**config.mk**
```make
export PLATFORM = sky130hd
export DESIGN_NAME = lsu_mem_port
export DESIGN_NICKNAME = d
export VERILOG_FILES = /design/src/rtl/lsu_pkg.sv /design/src/rtl/lsu_align.sv /design/src/rtl/lsu_mem_port.sv
export SDC_FILE = /design/constraint.sdc
export NUM_CORES = 1
export LEC_CHECK = 0
export ABC_AREA = 1
export CAP_MARGIN = 20
export CELL_PAD_IN_SITES_DETAIL_PLACEMENT = 1
export CELL_PAD_IN_SITES_GLOBAL_PLACEMENT = 2
export CORE_AREA = 4 4 162 164
export DETAILED_ROUTE_END_ITERATION = 10
export DIE_AREA = 0 0 166 168
export HOLD_SLACK_MARGIN = 0.1
export PLACE_DENSITY_LB_ADDON = 0.1
export SETUP_SLACK_MARGIN = 0.2
export SLEW_MARGIN = 10
export SYNTH_ARGS = -nofsm -noshare
export SYNTH_HDL_FRONTEND = slang
export SYNTH_SLANG_ARGS = --single-unit
```
**constraint.sdc**
```tcl
create_clock -name clk -period 1.7 [get_ports clk]
set_input_delay 0.255 -clock clk [delete_from_list [all_inputs] [get_ports clk]]
set_output_delay 0.255 -clock clk [all_outputs]
set_load 0.01 [all_outputs]
```
**src/rtl/lsu_pkg.sv**
```systemverilog
// Shared definitions for the load/store unit: funct3 codes, FSM states and access sizes.
// Pure declarations; no logic or latency of its own.
// No flow control here; consumers own all handshaking.
package lsu_pkg;

  // Load funct3 encodings
  localparam logic [2:0] LB  = 3'b000;
  localparam logic [2:0] LH  = 3'b001;
  localparam logic [2:0] LW  = 3'b010;
  localparam logic [2:0] LD  = 3'b011;
  localparam logic [2:0] LBU = 3'b100;
  localparam logic [2:0] LHU = 3'b101;
  localparam logic [2:0] LWU = 3'b110;

  // Store funct3 encodings
  localparam logic [2:0] SB  = 3'b000;
  localparam logic [2:0] SH  = 3'b001;
  localparam logic [2:0] SW  = 3'b010;
  localparam logic [2:0] SD  = 3'b011;

  typedef enum logic [1:0] {IDLE, ACCESS, RESP} lsu_state_t;

  // Access size as log2(bytes), taken straight from funct3[1:0]
  typedef enum logic [1:0] {SZ_B = 2'd0, SZ_H = 2'd1, SZ_W = 2'd2, SZ_D = 2'd3} lsu_size_t;

  // Operation attributes held for the whole memory access
  typedef struct packed {
    logic      is_store;
    logic      is_unsigned;
    lsu_size_t size;
  } lsu_op_t;

  // Width of the byte-offset field inside a memory word
  function automatic int lsu_off_w(input int max_bytes);
    return $clog2(max_bytes);
  endfunction

endpackage

```
**src/rtl/lsu_align.sv**
```systemverilog
// Byte-lane alignment: byte enables, store-data lane shift, load-lane extract and extension.
// Purely combinational, zero latency.
// No flow control; outputs follow inputs directly.
module lsu_align
  import lsu_pkg::*;
#(
  parameter int XLEN      = 32,
  parameter int MAX_BYTES = XLEN / 8,
  parameter int OFFW      = lsu_off_w(MAX_BYTES)
) (
  input  lsu_size_t             size,
  input  logic [OFFW-1:0]       offset,
  input  logic                  is_unsigned,
  input  logic [XLEN-1:0]       wdata_in,
  input  logic [XLEN-1:0]       rdata_in,
  output logic [MAX_BYTES-1:0]  be,
  output logic [XLEN-1:0]       wdata_out,
  output logic [XLEN-1:0]       rdata_out
);

  int unsigned          nbytes;
  logic [MAX_BYTES-1:0] be_mask;
  logic [XLEN-1:0]      lane;
  logic                 sbit;

  assign wdata_out = wdata_in << {offset, 3'b000};
  assign lane      = rdata_in >> {offset, 3'b000};
  assign be        = be_mask << offset;

  // Contiguous low-aligned byte mask covering the access size
  always_comb begin
    nbytes = 32'd1 << size;
    for (int i = 0; i < MAX_BYTES; i++) begin
      be_mask[i] = (i < int'(nbytes));
    end
  end

  // Keep the accessed bytes and fill the rest with zeros or the sign bit
  always_comb begin
    case (size)
      SZ_B:    sbit = lane[7];
      SZ_H:    sbit = lane[15];
      SZ_W:    sbit = lane[31];
      default: sbit = lane[XLEN-1];
    endcase
    rdata_out = lane;
    for (int i = 0; i < XLEN; i++) begin
      if (i >= 8 * int'(nbytes)) rdata_out[i] = sbit & ~is_unsigned;
    end
  end

endmodule

```
**src/rtl/lsu_mem_port.sv**
```systemverilog
// Multi-cycle load/store unit driving a req/ack data-memory port with lane alignment and fault checks.
// Latency: decode faults respond 1 cycle after accept; memory ops respond 1 cycle after mem_ack (or timeout).
// Backpressure: req_ready only in IDLE; mem_req held until ack or timeout; no stall on the response.
module lsu_mem_port
  import lsu_pkg::*;
#(
  parameter int XLEN      = 32,
  parameter int MAX_BYTES = XLEN / 8,
  parameter int TIMEOUT   = 255
) (
  input  logic                 clk,
  input  logic                 rst_n,
  input  logic                 req_valid,
  output logic                 req_ready,
  input  logic                 is_load,
  input  logic                 is_store,
  input  logic [2:0]           fn3,
  input  logic [XLEN-1:0]      addr,
  input  logic [XLEN-1:0]      store_data,
  output logic                 resp_valid,
  output logic [XLEN-1:0]      load_data,
  output logic                 misaligned,
  output logic                 illegal,
  output logic                 access_fault,
  output logic                 mem_req,
  output logic                 mem_we,
  output logic [XLEN-1:0]      mem_addr,
  output logic [MAX_BYTES-1:0] mem_be,
  output logic [XLEN-1:0]      mem_wdata,
  input  logic                 mem_ack,
  input  logic [XLEN-1:0]      mem_rdata
);

  localparam int OFFW = lsu_off_w(MAX_BYTES);
  localparam int CNTW = (TIMEOUT > 1) ? $clog2(TIMEOUT + 1) : 1;
  localparam logic [CNTW-1:0] CNT_LAST = (TIMEOUT == 0) ? '0 : CNTW'(TIMEOUT - 1);

  lsu_state_t           state, state_nxt;
  lsu_op_t              op_q;
  logic [OFFW-1:0]      off_q;
  logic [XLEN-1:0]      addr_q, wdata_q, load_data_q;
  logic [CNTW-1:0]      cnt_q;
  logic                 mis_q, ill_q, fault_q;
  logic                 accept, dec_legal, dec_mis, timeout_hit;
  logic [OFFW-1:0]      req_off, mis_mask;
  lsu_size_t            req_size;
  logic [MAX_BYTES-1:0] al_be;
  logic [XLEN-1:0]      al_wdata, al_rdata;

  assign accept      = req_valid & (state == IDLE);
  assign req_off     = addr[OFFW-1:0];
  assign req_size    = lsu_size_t'(fn3[1:0]);
  // The cycle that would make the wait count reach TIMEOUT ends the access
  assign timeout_hit = (TIMEOUT != 0) && (cnt_q == CNT_LAST);

  lsu_align #(.XLEN(XLEN), .MAX_BYTES(MAX_BYTES), .OFFW(OFFW)) u_align (
    .size        (op_q.size),
    .offset      (off_q),
    .is_unsigned (op_q.is_unsigned),
    .wdata_in    (wdata_q),
    .rdata_in    (mem_rdata),
    .be          (al_be),
    .wdata_out   (al_wdata),
    .rdata_out   (al_rdata)
  );

  // Decode legality and natural alignment of the offered operation
  always_comb begin
    dec_legal = 1'b0;
    if (is_load && !is_store) begin
      case (fn3)
        LB, LH, LW, LBU, LHU: dec_legal = 1'b1;
        LD, LWU:              dec_legal = (XLEN == 64);
        default:              dec_legal = 1'b0;
      endcase
    end else if (is_store && !is_load) begin
      case (fn3)
        SB, SH, SW: dec_legal = 1'b1;
        SD:         dec_legal = (XLEN == 64);
        default:    dec_legal = 1'b0;
      endcase
    end
    for (int i = 0; i < OFFW; i++) begin
      mis_mask[i] = (i < int'(req_size));
    end
    dec_mis = |(req_off & mis_mask);
  end

  // State register
  always_ff @(posedge clk or negedge rst_n) begin
    if (!rst_n) state <= IDLE;
    else        state <= state_nxt;
  end

  // Next-state: decode faults skip the memory, ack beats a coincident timeout
  always_comb begin
    state_nxt = state;
    case (state)
      IDLE:    if (accept) state_nxt = (!dec_legal || dec_mis) ? RESP : ACCESS;
      ACCESS:  if (mem_ack || timeout_hit) state_nxt = RESP;
      RESP:    state_nxt = IDLE;
      default: state_nxt = IDLE;
    endcase
  end

  // Operation capture, wait counter, load result and response flags
  always_ff @(posedge clk or negedge rst_n) begin
    if (!rst_n) begin
      op_q        <= '0;
      off_q       <= '0;
      addr_q      <= '0;
      wdata_q     <= '0;
      cnt_q       <= '0;
      mis_q       <= 1'b0;
      ill_q       <= 1'b0;
      fault_q     <= 1'b0;
      load_data_q <= '0;
    end else begin
      case (state)
        IDLE: if (accept) begin
          op_q.is_store    <= is_store;
          op_q.is_unsigned <= fn3[2];
          op_q.size        <= req_size;
          off_q            <= req_off;
          addr_q           <= {addr[XLEN-1:OFFW], {OFFW{1'b0}}};
          wdata_q          <= store_data;
          cnt_q            <= '0;
          ill_q            <= ~dec_legal;
          mis_q            <= dec_legal & dec_mis;
          fault_q          <= 1'b0;
          load_data_q      <= '0;
        end
        ACCESS: begin
          if (mem_ack) begin
            if (!op_q.is_store) load_data_q <= al_rdata;
          end else if (timeout_hit) begin
            fault_q <= 1'b1;
          end else begin
            cnt_q <= cnt_q + CNTW'(1);
          end
        end
        RESP: begin
          mis_q       <= 1'b0;
          ill_q       <= 1'b0;
          fault_q     <= 1'b0;
          load_data_q <= '0;
        end
        default: ;
      endcase
    end
  end

  // Outputs: memory port is live only during ACCESS, response only in RESP
  always_comb begin
    req_ready  = (state == IDLE);
    resp_valid = (state == RESP);
    mem_req    = (state == ACCESS);
    mem_we     = 1'b0;
    mem_addr   = '0;
    mem_be     = '0;
    mem_wdata  = '0;
    if (state == ACCESS) begin
      mem_we    = op_q.is_store;
      mem_addr  = addr_q;
      mem_be    = al_be;
      mem_wdata = al_wdata;
    end
  end

  assign load_data    = load_data_q;
  assign misaligned   = mis_q;
  assign illegal      = ill_q;
  assign access_fault = fault_q;

endmodule

```
# Word-level counts from Yosys, hierarchy flattened
# Index checks and enable logic that the tools add are counted.
# totals
in_bits,105
ff_bits,113
output_inout_bits,107
# classes
bitwise_logic,6
add_sub_neg,1
reduce_logical,22
n_mux,61
order_cmp,38
n_shift,4
eq_ne,15
# op_table
op,count
"6-bit by 32-bit greater-or-equal comparator with 1-bit output, first input constant",16
"5-bit by 32-bit greater-or-equal comparator with 1-bit output, first input constant",8
32-bit 2-to-1 mux,5
"4-bit by 32-bit greater-or-equal comparator with 1-bit output, first input constant",4
32-bit case mux with 3 select lines,1
"3-bit by 32-bit greater-or-equal comparator with 1-bit output, first input constant",2
"3-bit by 32-bit < comparator with 1-bit output, first input constant",2
1-bit 2-to-1 mux,42
"1-bit by 32-bit greater-or-equal comparator with 1-bit output, first input constant",1
"2-bit by 32-bit greater-or-equal comparator with 1-bit output, first input constant",1
"1-bit by 32-bit < comparator with 1-bit output, first input constant",1
"2-bit by 32-bit < comparator with 1-bit output, first input constant",1
"1-bit by 2-bit left shift with 32-bit output, first input constant",1
32-bit by 5-bit left shift with 32-bit output,1
32-bit by 5-bit >> shifter with 32-bit output,1
8-bit 2-to-1 mux,3
8-bit case mux with 2 select lines,1
4-bit AND reduction,3
"8-bit by 1-bit adder with 8-bit output, second input constant",1
"8-bit equality test, second input constant",1
"2-bit by 1-bit inequality test with 1-bit output, second input constant",4
"3-bit equality test, second input constant",2
2-bit 2-to-1 mux,3
"2-bit inequality test, second input constant",3
24 further kinds,39

# Depth between registers and ports, before layout
# Gate-level depths: netlist (run 1).
# logic_depth
ltp_word,10
depth_mapped,11
depth_no_buf,9

# Hierarchy
# From an unflattened synthesis (run 1), not the netlist that was laid out.
# hier_totals
cells_unflattened,920
area_unflattened_um2,6369.9
# modules_own_cells
module,area_each_um2,seq_area_each_um2,instances,cells_per_inst
lsu_mem_port,5118.7,2827.7,1,650
lsu_align,1251.2,0.0,1,270

# Worst setup path before layout (run 1)
# No wires, ideal clock.
# synth_path
kind,flip-flop to output port
start,register off_q[0]
end,output port mem_wdata[31]
stages_incl_launch_ff,8
required_time_ns,1.445
arrival_time_ns,1.355
slack_ns,0.090
path_cell_list,dfrtp_1 > buf_6 > inv_4 > buf_6 > buf_6 > buf_4 > nor2_1 > o32ai_1
# synth_via
elab_chain_cells,2
# synth_rtl
item,line_no,text
start: declaration,lsu_mem_port.sv:40,logic [OFFW-1:0] off_q;
start signal: assignment,lsu_mem_port.sv:124,off_q <= req_off;
32-bit by 5-bit left shift with 32-bit output,lsu_align.sv:26,"assign wdata_out = wdata_in << {offset, 3'b000};"
32-bit 2-to-1 mux,lsu_mem_port.sv:162,if (state == ACCESS) begin
end: declaration,lsu_mem_port.sv:29,"output logic [XLEN-1:0] mem_wdata,"
# Every way passes these cells.

# Final worst setup path (run 1)
# layout_path
start,register state[1]
end,output port mem_wdata[18]
# layout_via
elab_chain_cells,2
# layout_rtl
item,line_no,text
start: declaration,lsu_mem_port.sv:38,"lsu_state_t state, state_nxt;"
start signal: assignment,lsu_mem_port.sv:92,else state <= state_nxt;
2-bit by 1-bit equality test with 1-bit output,lsu_mem_port.sv:162,
32-bit 2-to-1 mux,lsu_mem_port.sv:162,
# Every way passes these cells.

==> results.cfg, run 1 <==
[run_status]
violations = setup timing
status = complete, but fails checks

[global_routing]
grt_max_degree = 44
grt_pass1_vias = 6890
grt_usage = 0.182
grt.overflow.total = 0
grt_first_pass_wirelength_um = 40000
antenna_found_initial = 0

[pwr]
irDropWorstVdd_mv = 0.601
power_density_nw_per_um2 = 1520
leakagePower_nw = 5.50
report.power.total_mw = 17.6

[die]
dieWidth_um = 166
die_area_um2 = 27900
start_util = 0.247
io_pins = 212
core_um2 = 24900
die_y_um = 168
rows = 58

[clocking]
clk_latency_ps = 420
cts-root-buf = clkbuf_16
cts_buffers = 17
cts_tree = yes
path_clk_slew_ps = 60
clockBufferDepth = 2
cts.sinks = 113
htreeDepth = 4

[placement]
dpl.hpwl_um = 18000
io_buffer_count = 209
place_congestion = 0.806
placed_area_um2 = 9260
dp.cells = 1384

[final_layout]
antenna_cells = 0
multiInputGateArea_um2 = 3630
seqCellArea_um2 = 2830
fill_cells = 2904
drive_above_1_share = 0.350
area.growth.synth_to_final_pct = 87.8
final_cell_area_um2 = 11500
nets = 1237
fin_cells = 1473

[timing]
fin_skew_ps = 10.7
hold_violations = 0
timing.final.crit_share = 1.14
fin_ws_ps = -241
rsz0062_at_grt = true
fmax_mhz = 515
setup_viol = 68
period_needed_ps = 1940
maxSlewViolCount = 0
finalHoldWorstSlack_ps = 290

[setup_path]
critPathCaptureType = output port
cp.required_ps = 1440
slowest_delay_ps = 380
slowest_stage = dfrtp_1
path_common_cell = nand2_4
crit_path_start_kind = flop
crit_type = flop to output port
crit_arrival_ps = 1690
crit_fanout = 10
crit_chain = inv_2 -> nand2_4 -> clkinv_4 -> nand2_4 -> buf_12 -> o32ai_2 -> buf_2

[detailed_routing]
wl_per_cell_um = 18.6
dr.first_iter.drc_count = 274
routed_wl_um = 27400
via_count = 6677
drt-pass1-iter-count = 4
post-route-drc-count = 0
viasPerCell = 4.53
ant_nets = 0

[logic_synthesis]
synth-seq-cells = 113
synth.avg_cell_area_um2 = 7.47
yosysTopAreaCell = dfrtp_1
yosysUniqueCellTypes = 37
netlist_area_um2 = 6140
syn_inst = 821
yosysTopAreaCellShare = 0.461
yosys_warnings = 0
synth.area.top_cells = dfrtp_1 (46%), nand2_1 (16%), nor2_1 (8.6%), o21ai_0 (4.0%), inv_1 (3.7%)
seq_area_frac_synth = 0.461

[worst_hold_path]
hold_class = input port to asynchronous set/reset pin

[flow_run]
drv_cap = 0
routing by layer:
layer	wire [um]	up-vias	share of wire	GRT usage
li1	-	3233	-	-
met2	13400	173	0.49	0.299
met1	11900	3242	0.43	0.233
met4	484	0	0.018	0.0473
met5	0	-	0	0
met3	1640	29	0.060	0.0589
cells in the final DEF, fill, tap and decap left out, types with 3 or more instances in the layout:
cell	Yosys	layout
buf_12	0	23
buf_16	0	8
buf_2	14	30
buf_4	11	60
buf_6	10	52
buf_8	0	8
clkbuf_16	0	30
clkdlybuf4s50_1	0	119
clkinv_4	0	6
dfrtp_1	113	112
dlygate4sd2_1	0	16
dlymetal6s2s_1	0	3
inv_1	61	60
inv_2	7	5
inv_6	0	4
mux2i_1	7	7
nand2_1	268	226
nand2_2	4	32
nand2_4	2	14
nand2_8	0	3
nand3_1	32	24
nand3_2	3	6
nand3_4	0	5
nand4_1	3	3
nor2_1	140	80
nor2_2	5	25
nor2_4	1	41
o211ai_1	7	7
o21ai_0	49	13
o21ai_1	31	57
o21ai_2	1	9
o22ai_1	7	6
o32ai_2	10	4
o32ai_4	0	12
area by class of cell:
cell class | instances | area share
inverters | 70 | 0.0268
well taps | 330 | 0.0358
clock buffers | 18 | 0.0381
flip-flops and latches | 113 | 0.245
clock inverters | 14 | 0.0135
repair inverters | 1 | 0.00174
repair buffers | 335 | 0.324
multi-input cells | 592 | 0.315
report_power, final:
part	switching [mW]	leakage, nW	internal, mW
logic	5.29	3.76	4.45
clock network	1.45	0.288	2.22
registers	0.558	1.46	3.61
cell usage after synthesis:
cell type / number
nand2_1: 268
nor2_1: 140
dfrtp_1: 113
inv_1: 61
o21ai_0: 49
nand3_1: 32
o21ai_1: 31
buf_2: 14
buf_4: 11
buf_6: 10
o32ai_2: 10
clkbuf_1: 9
inv_2: 7
mux2i_1: 7
o211ai_1: 7
o22ai_1: 7
o32ai_1: 6
nor2_2: 5
a21oi_1: 4
nand2_2: 4
buf_1: 3
nand3_2: 3
nand4_1: 3
ha_1: 2
nand2_4: 2
or2_2: 2
a21o_1: 1
a221oi_1: 1
a31o_2: 1
clkbuf_2: 1
clkinv_2: 1
conb_1: 1
inv_4: 1
nor2_4: 1
o211a_1: 1
o21ai_2: 1
xor2_1: 1
per-stage QoR:
step / worst slack [ps] / util / setup TNS (ps)
6_report: -241 / 0.463 / -10680
5_1_grt: -333 / 0.463 / -17840
4_1_cts: -281 / 0.414 / -12530
3_5_place_dp: -290 / 0.372 / -9040
3_3_place_gp: -268 / 0.372 / -7720
2_1_floorplan: 173 / - / 0
final timing paths:
| path | to | startpoint | slack, ps | cells past startpoint |
|---|---|---|---|---|
| worst max-delay path | mem_wdata[18] | state[1]$_DFFE_PN0P_ | -240 | 7 |
| worst min-delay path | load_data[10]$_DFFE_PN0P_ | rst_n | 290 | 2 |
| worst max register to register | load_data[16]$_DFFE_PN0P_ | state[0]$_DFFE_PN0P_ | 20 | 11 |
| worst min register to register | load_data[28]$_DFFE_PN0P_ | load_data[28]$_DFFE_PN0P_ | 470 | 2 |
| max in group asynchronous | load_data[31]$_DFFE_PN0P_ | rst_n | 730 | 3 |
| min in group clk | addr_q[19]$_DFFE_PN0P_ | addr[19] | 370 | 3 |
registers in the layout, summed over array words and instances, names as in the netlist, 2 cells and up:
register	flops
off_q	2
op_q	4
wdata_q	32
load_data	32
state	2
cnt_q	8
addr_q	30
worst max-delay path: cells and delay by family, from the launching register on:
kind	cells	cell delay (ps)
DFF	1	380
AOI/OAI and AO/OA	1	240
and+or+nand+nor	2	140
buffers and inverters	4	500
logic make-up after synthesis:
kind of cell,share of synthesized area
xor+xnor,0.00143
mux,0.0114
buf+inv,0.0948
flops,0.461
simple gates,0.300
other cells,0.000611
fa+ha+maj,0.00408
compound gates,0.126
timing repair:
| action | CTS | global route |
|---|---|---|
| cloned | 10 | 15 |
| pin swaps | 12 | 20 |
| hold buffers | 1 | 0 |
| setup buffers | 15 | 16 |
| setup endpoints to repair | 212 | 201 |
| hold endpoints to repair | 46 | 0 |
| resized for setup | 403 | 234 |
Note: power is estimated with default switching activity, not from simulation.
==> inputs of run 2 (changes only) <==
==> constraint.sdc (replaced) <==
create_clock -name clk -period 2.15 [get_ports clk]
set_input_delay 0.3225 -clock clk [delete_from_list [all_inputs] [get_ports clk]]
set_output_delay 0.3225 -clock clk [all_outputs]
set_load 0.01 [all_outputs]
==> run 2 against run 1 <==
Net effect:
- the flow now finishes without violations
- sequential power down 20%
- die area unchanged
- setup slack better by 260 ps
- clock power down 21%
- design area down 12%
- flip-flop and latch count unchanged
- register-to-register slack better by 300 ps
- clock skew down 1.0 ps
- combinational power down 44%
- core utilization down 5.8 points
==> results.cfg, run 2 (synthesis results as in run 1) <==
[clocking]
cts.sinks = 113
path_clk_slew_ps = 60
clk_latency_ps = 430
clockBufferDepth = 2
cts_buffers = 17
htreeDepth = 4
cts_tree = yes
cts-root-buf = clkbuf_16

[die]
rows = 58
dieWidth_um = 166
die_area_um2 = 27900
core_um2 = 24900
start_util = 0.247
die_y_um = 168
io_pins = 212

[detailed_routing]
post-route-drc-count = 0
wl_per_cell_um = 17.1
viasPerCell = 4.43
dr.first_iter.drc_count = 294
routed_wl_um = 24300
drt-pass1-iter-count = 4
ant_nets = 0
via_count = 6274

[timing]
fin_skew_ps = 9.64
relSlewSlack = 0.661
timing.final.crit_share = 0.993
maxSlewViolCount = 0
period_needed_ps = 2130
tightest_slew_ps = 509
rsz0062_at_grt = true
setup_viol = 0
finalHoldWorstSlack_ps = 419
fmax_mhz = 468
hold_violations = 0

[placement]
dp.cells = 1344
io_buffer_count = 209
place_congestion = 0.770
dpl.hpwl_um = 17200

[final_layout]
multiInputGateArea_um2 = 3150
seqCellArea_um2 = 2830
drive_above_1_share = 0.209
final_cell_mix = nand2_1 (261), clkdlybuf4s50_1 (138), nor2_1 (126), dfrtp_1 (111), inv_1 (60)
fin_cells = 1417
antenna_cells = 0
fill_cells = 2971
layout_commonest_cell = nand2_1
area.growth.synth_to_final_pct = 64.5
nets = 1181

[setup_path]
crit_path_start_kind = flop
cp.required_ps = 1830
rrSetupSlack_ps = 320
endpoint = mem_wdata[18]
crit_arrival_ps = 1810
slowest_stage = dfrtp_1
crit_start = state[1]$_DFFE_PN0P_
crit_fanout = 5
ff2ff_path_depth = 11
path_depth = 8
crit_buf_inv = 5
critPathCaptureType = output port
slowest_delay_ps = 390
cp_top_family = buffers and inverters
crit_type = flop to output port
reg2reg_from = off_q[0]$_DFFE_PN0P_
r2r_end = load_data[11]$_DFFE_PN0P_
crit_chain = inv_2 -> nand2_4 -> inv_8 -> nand2_8 -> buf_16 -> buf_6 -> o32ai_4 -> buf_2

[pwr]
clkPwrFrac = 0.248
leakagePower_nw = 4.82
irDropWorstVdd_mv = 0.582
p_sw_frac = 0.420
power_density_nw_per_um2 = 1160
p_int_mw = 6.80
power.switching_mw = 4.93
combPwrFrac = 0.468
seq_power_share = 0.284

[worst_hold_path]
hold_class = input port to asynchronous set/reset pin

[global_routing]
grt_usage = 0.172
grt_first_pass_wirelength_um = 38100
grt.overflow.total = 0
grt_pass1_vias = 6624
grt_max_degree = 64
antenna_found_initial = 3

[flow_run]
drv_cap = 0

[run_status]
status = completed
[run 2: cell count changes in the layout (fill, tap and decap cells not counted), moves of 8 or more]
cell,before,now
nor2_1,80,126
nand2_1,226,261
buf_6,52,21
nor2_4,41,12
o21ai_0,13,41
o21ai_1,57,32
nand2_2,32,8
buf_4,60,40
clkdlybuf4s50_1,119,138
nor2_2,25,8
nand2_4,14,2
buf_12,23,13
clkbuf_16,30,20
clkdlybuf4s15_1,0,8
[run 2: routing by layer]
| layer | global-route usage | part of all wire | vias to the layer above |
|---|---|---|---|
| met4 | 0.0391 | 0.012 | 6 |
| met3 | 0.0603 | 0.077 | 28 |
| met2 | 0.280 | 0.46 | 179 |
| met5 | 0 | 0.0017 | - |
| met1 | 0.221 | 0.44 | 2955 |
| li1 | - | - | 3106 |
[run 2: final cells by class]
cell class	count	share of cell area
clock inverter	15	0.0171
tap	330	0.0409
inverter	70	0.0280
timing repair buffer	280	0.279
sequential	113	0.281
multi-input combinational	592	0.312
clock buffer	17	0.0422
[run 2: how the worst min path moves through the flow]
stage | cells after the start | endpoint | slack, ps | from
finish | 2 | cnt_q[3]$_DFFE_PN0P_ | 420 | rst_n
global route | 2 | addr_q[24]$_DFFE_PN0P_ | 440 | rst_n
CTS | 2 | addr_q[12]$_DFFE_PN0P_ | 420 | rst_n
detailed placement | 1 | cnt_q[3]$_DFFE_PN0P_ | 330 | rst_n
global placement | 1 | cnt_q[3]$_DFFE_PN0P_ | 340 | rst_n
floorplan | 0 | access_fault$_DFFE_PN0P_ | 30 | rst_n
[run 2: timing repair]
action / CTS / global route
cloned: 4 / 4
hold endpoints to repair: 30 / 0
hold buffers: 1 / 0
setup endpoints to repair: 70 / 83
pin swaps: 4 / 13
gates resized for setup: 232 / 106
setup buffers: 12 / 20
[run 2: stage by stage]
stage | instance area, um2 | total power, mW | setup TNS [ps] | worst slack, ps | util
after floorplan | 6140 | 5.97 | 0 | 473 | -
after global placement | 8650 | 7.70 | 0 | 65.2 | 0.348
after detailed placement | 8650 | 7.73 | 0 | 11.7 | 0.348
after CTS | 9470 | 11.1 | 0 | 28.6 | 0.381
after global routing | 10100 | 12.6 | -1040 | -74.2 | 0.405
final | 10100 | 11.7 | 0 | 15.1 | 0.405
[run 2: power groups by stage]
stage               registers [mW]  logic [mW]  clock network (mW)
CTS                           3.28        4.84                3.01
global placement              3.27        4.43                   0
finish                        3.32        5.49                2.91
detailed placement            3.29        4.44                   0
floorplan                     3.20        2.77                   0
global route                  3.42        6.08                3.12
==> inputs of run 3 (changes only) <==
--- a/config.mk
+++ b/config.mk
@@ -13,7 +13,7 @@
 export DETAILED_ROUTE_END_ITERATION = 10
 export DIE_AREA = 0 0 166 168
 export HOLD_SLACK_MARGIN = 0.1
-export PLACE_DENSITY_LB_ADDON = 0.1
+export PLACE_DENSITY = 0.89
 export SETUP_SLACK_MARGIN = 0.2
 export SLEW_MARGIN = 10
 export SYNTH_ARGS = -nofsm -noshare
==> run 3 against run 2 <==
Net effect:
- core utilization decreased by 1.6 points
- maximum frequency increased by 0.99%
- clock power about the same
- critical endpoint is now mem_wdata[19]
- cell count decreased by 0.78%
==> results.cfg, run 3 (synthesis results as in run 1) <==
[setup_path]
cp.required_ps = 1830
path_depth = 8
crit_buf_inv = 5
crit_chain = inv_2 -> nand2_4 -> clkinv_4 -> nand2_8 -> buf_12 -> buf_4 -> o32ai_4 -> buf_2
ff2ff_path_depth = 8
crit_arrival_ps = 1790
rrSetupSlack_ps = 290
reg2reg_from = state[1]$_DFFE_PN0P_
crit_type = flop to output port
crit_path_start_kind = flop
cp_top_family = buffers and inverters
r2r_end = off_q[1]$_DFFE_PN0P_
slowest_stage = dfrtp_1
critPathCaptureType = output port
crit_fanout = 6
slowest_delay_ps = 400

[pwr]
leakagePower_nw = 4.73
irDropWorstVdd_mv = 0.490
report.power.total_mw = 11.3
power_density_nw_per_um2 = 1160

[detailed_routing]
wl_per_cell_um = 17.4
topRoutingLayerUsed = met4
ant_nets = 0
met2_length_um = 11700
drt-met1-wl_um = 10800
viasPerCell = 4.51
via_count = 6339
drt-pass1-iter-count = 4
dr_wl_met3_um = 1750
routed_wl_um = 24400
post-route-drc-count = 0
dr.first_iter.drc_count = 393

[timing]
period_needed_ps = 2110
maxSlewViolCount = 0
fin_ws_ps = 36.1
hold_violations = 0
fin_skew_ps = 10.4
setup_viol = 0
rsz0062_at_grt = true
fmax_mhz = 473
timing.final.crit_share = 0.983
finalHoldWorstSlack_ps = 442
tightest_slew_ps = 606
relSlewSlack = 0.596

[clocking]
cts_tree = yes
cts-root-buf = clkbuf_16
clk_latency_ps = 420
path_clk_slew_ps = 60
htreeDepth = 4
cts.sinks = 113
clockBufferDepth = 2
cts_buffers = 17

[die]
die_area_um2 = 27900
die_y_um = 168
rows = 58
core_um2 = 24900
dieWidth_um = 166
io_pins = 212
start_util = 0.247

[global_routing]
antenna_found_initial = 0
grt.overflow.total = 0
grt_pass1_vias = 6783
grt_usage = 0.171
grt_max_degree = 59
grt_first_pass_wirelength_um = 37900

[final_layout]
fin_util = 0.389
area.growth.synth_to_final_pct = 57.8
antenna_cells = 0
fin_cells = 1406
seqCellArea_um2 = 2830
nets = 1170
multiInputGateArea_um2 = 3000
layout_commonest_cell = nand2_1
fill_cells = 2966
drive_above_1_share = 0.200
final_cell_mix = nand2_1 (266), clkdlybuf4s50_1 (138), nor2_1 (127), dfrtp_1 (112), inv_1 (61)

[placement]
place_congestion = 0.804
dp.cells = 1344
io_buffer_count = 209
post-place-ws_ps = 26.0
dpl.hpwl_um = 17300

[worst_hold_path]
holdPathStages = 3
hold_class = input port to flop
min_to = wdata_q[18]$_DFFE_PN0P_
holdCritStartpoint = store_data[18]

[flow_run]
drv_cap = 0

[run_status]
status = completed
==> run 3: changes by cell type in the layout (fill, tap and decap cells not counted), moves of 4 or more <==
cell / before / now
clkdlybuf4s15_1: 8 / 0
buf_2: 23 / 30
clkbuf_2: 8 / 15
nand2_1: 261 / 266
nand2_2: 8 / 4
nor2_4: 12 / 8
==> run 3: layout make-up <==
type,instances,area share
clock buffer,17,0.0439
tap,330,0.0426
inverter,70,0.0284
sequential,113,0.292
clock inverter,15,0.0177
multi-input combinational,591,0.310
timing repair buffer,270,0.265
==> run 3: per-stage QoR <==
step	setup TNS (ps)	cell area [um2]
after detailed placement	0	8610
after global routing	-107	9680
after global placement	0	8610
final	0	9680
after floorplan	0	6140
after CTS	0	9440
==> run 3: what timing repair did <==
action	CTS	global route
pin swaps	2	4
hold buffers	1	0
cloned	3	1
setup endpoints to repair	94	75
setup buffers	14	11
hold endpoints to repair	35	0
resized for setup	246	77
==> run 3: power breakdown <==
group / switching [mW] / internal (mW) / total, mW
Clock: 1.17 / 1.75 / 2.92
Combinational: 3.11 / 1.93 / 5.04
Sequential: 0.459 / 2.85 / 3.31
Total: 4.74 / 6.53 / 11.3
==> run 3: layer usage <==
layer | global-route usage | up-vias
li1 | - | 3089
met1 | 0.222 | 3026
met2 | 0.287 | 208
met3 | 0.0500 | 16
met4 | 0.0291 | 0
met5 | 0 | -
==> run 3: how the worst max path moves through the flow <==
stage                     slack, ps                 start             to
after floorplan                 470  off_q[0]$_DFFE_PN0P_  mem_wdata[31]
after global placement           60  state[1]$_DFFE_PN0P_  mem_wdata[16]
after detailed placement         30  state[1]$_DFFE_PN0P_  mem_wdata[17]
after CTS                        20  state[1]$_DFFE_PN0P_  mem_wdata[24]
after global routing            -30  state[1]$_DFFE_PN0P_  mem_wdata[19]
final                            40  state[1]$_DFFE_PN0P_  mem_wdata[19]
==> run 3: tightest hold or removal path: stages <==
cell and delay [ps]:
clkdlybuf4s50_1 390, nand2_1 60, nand2_1 50
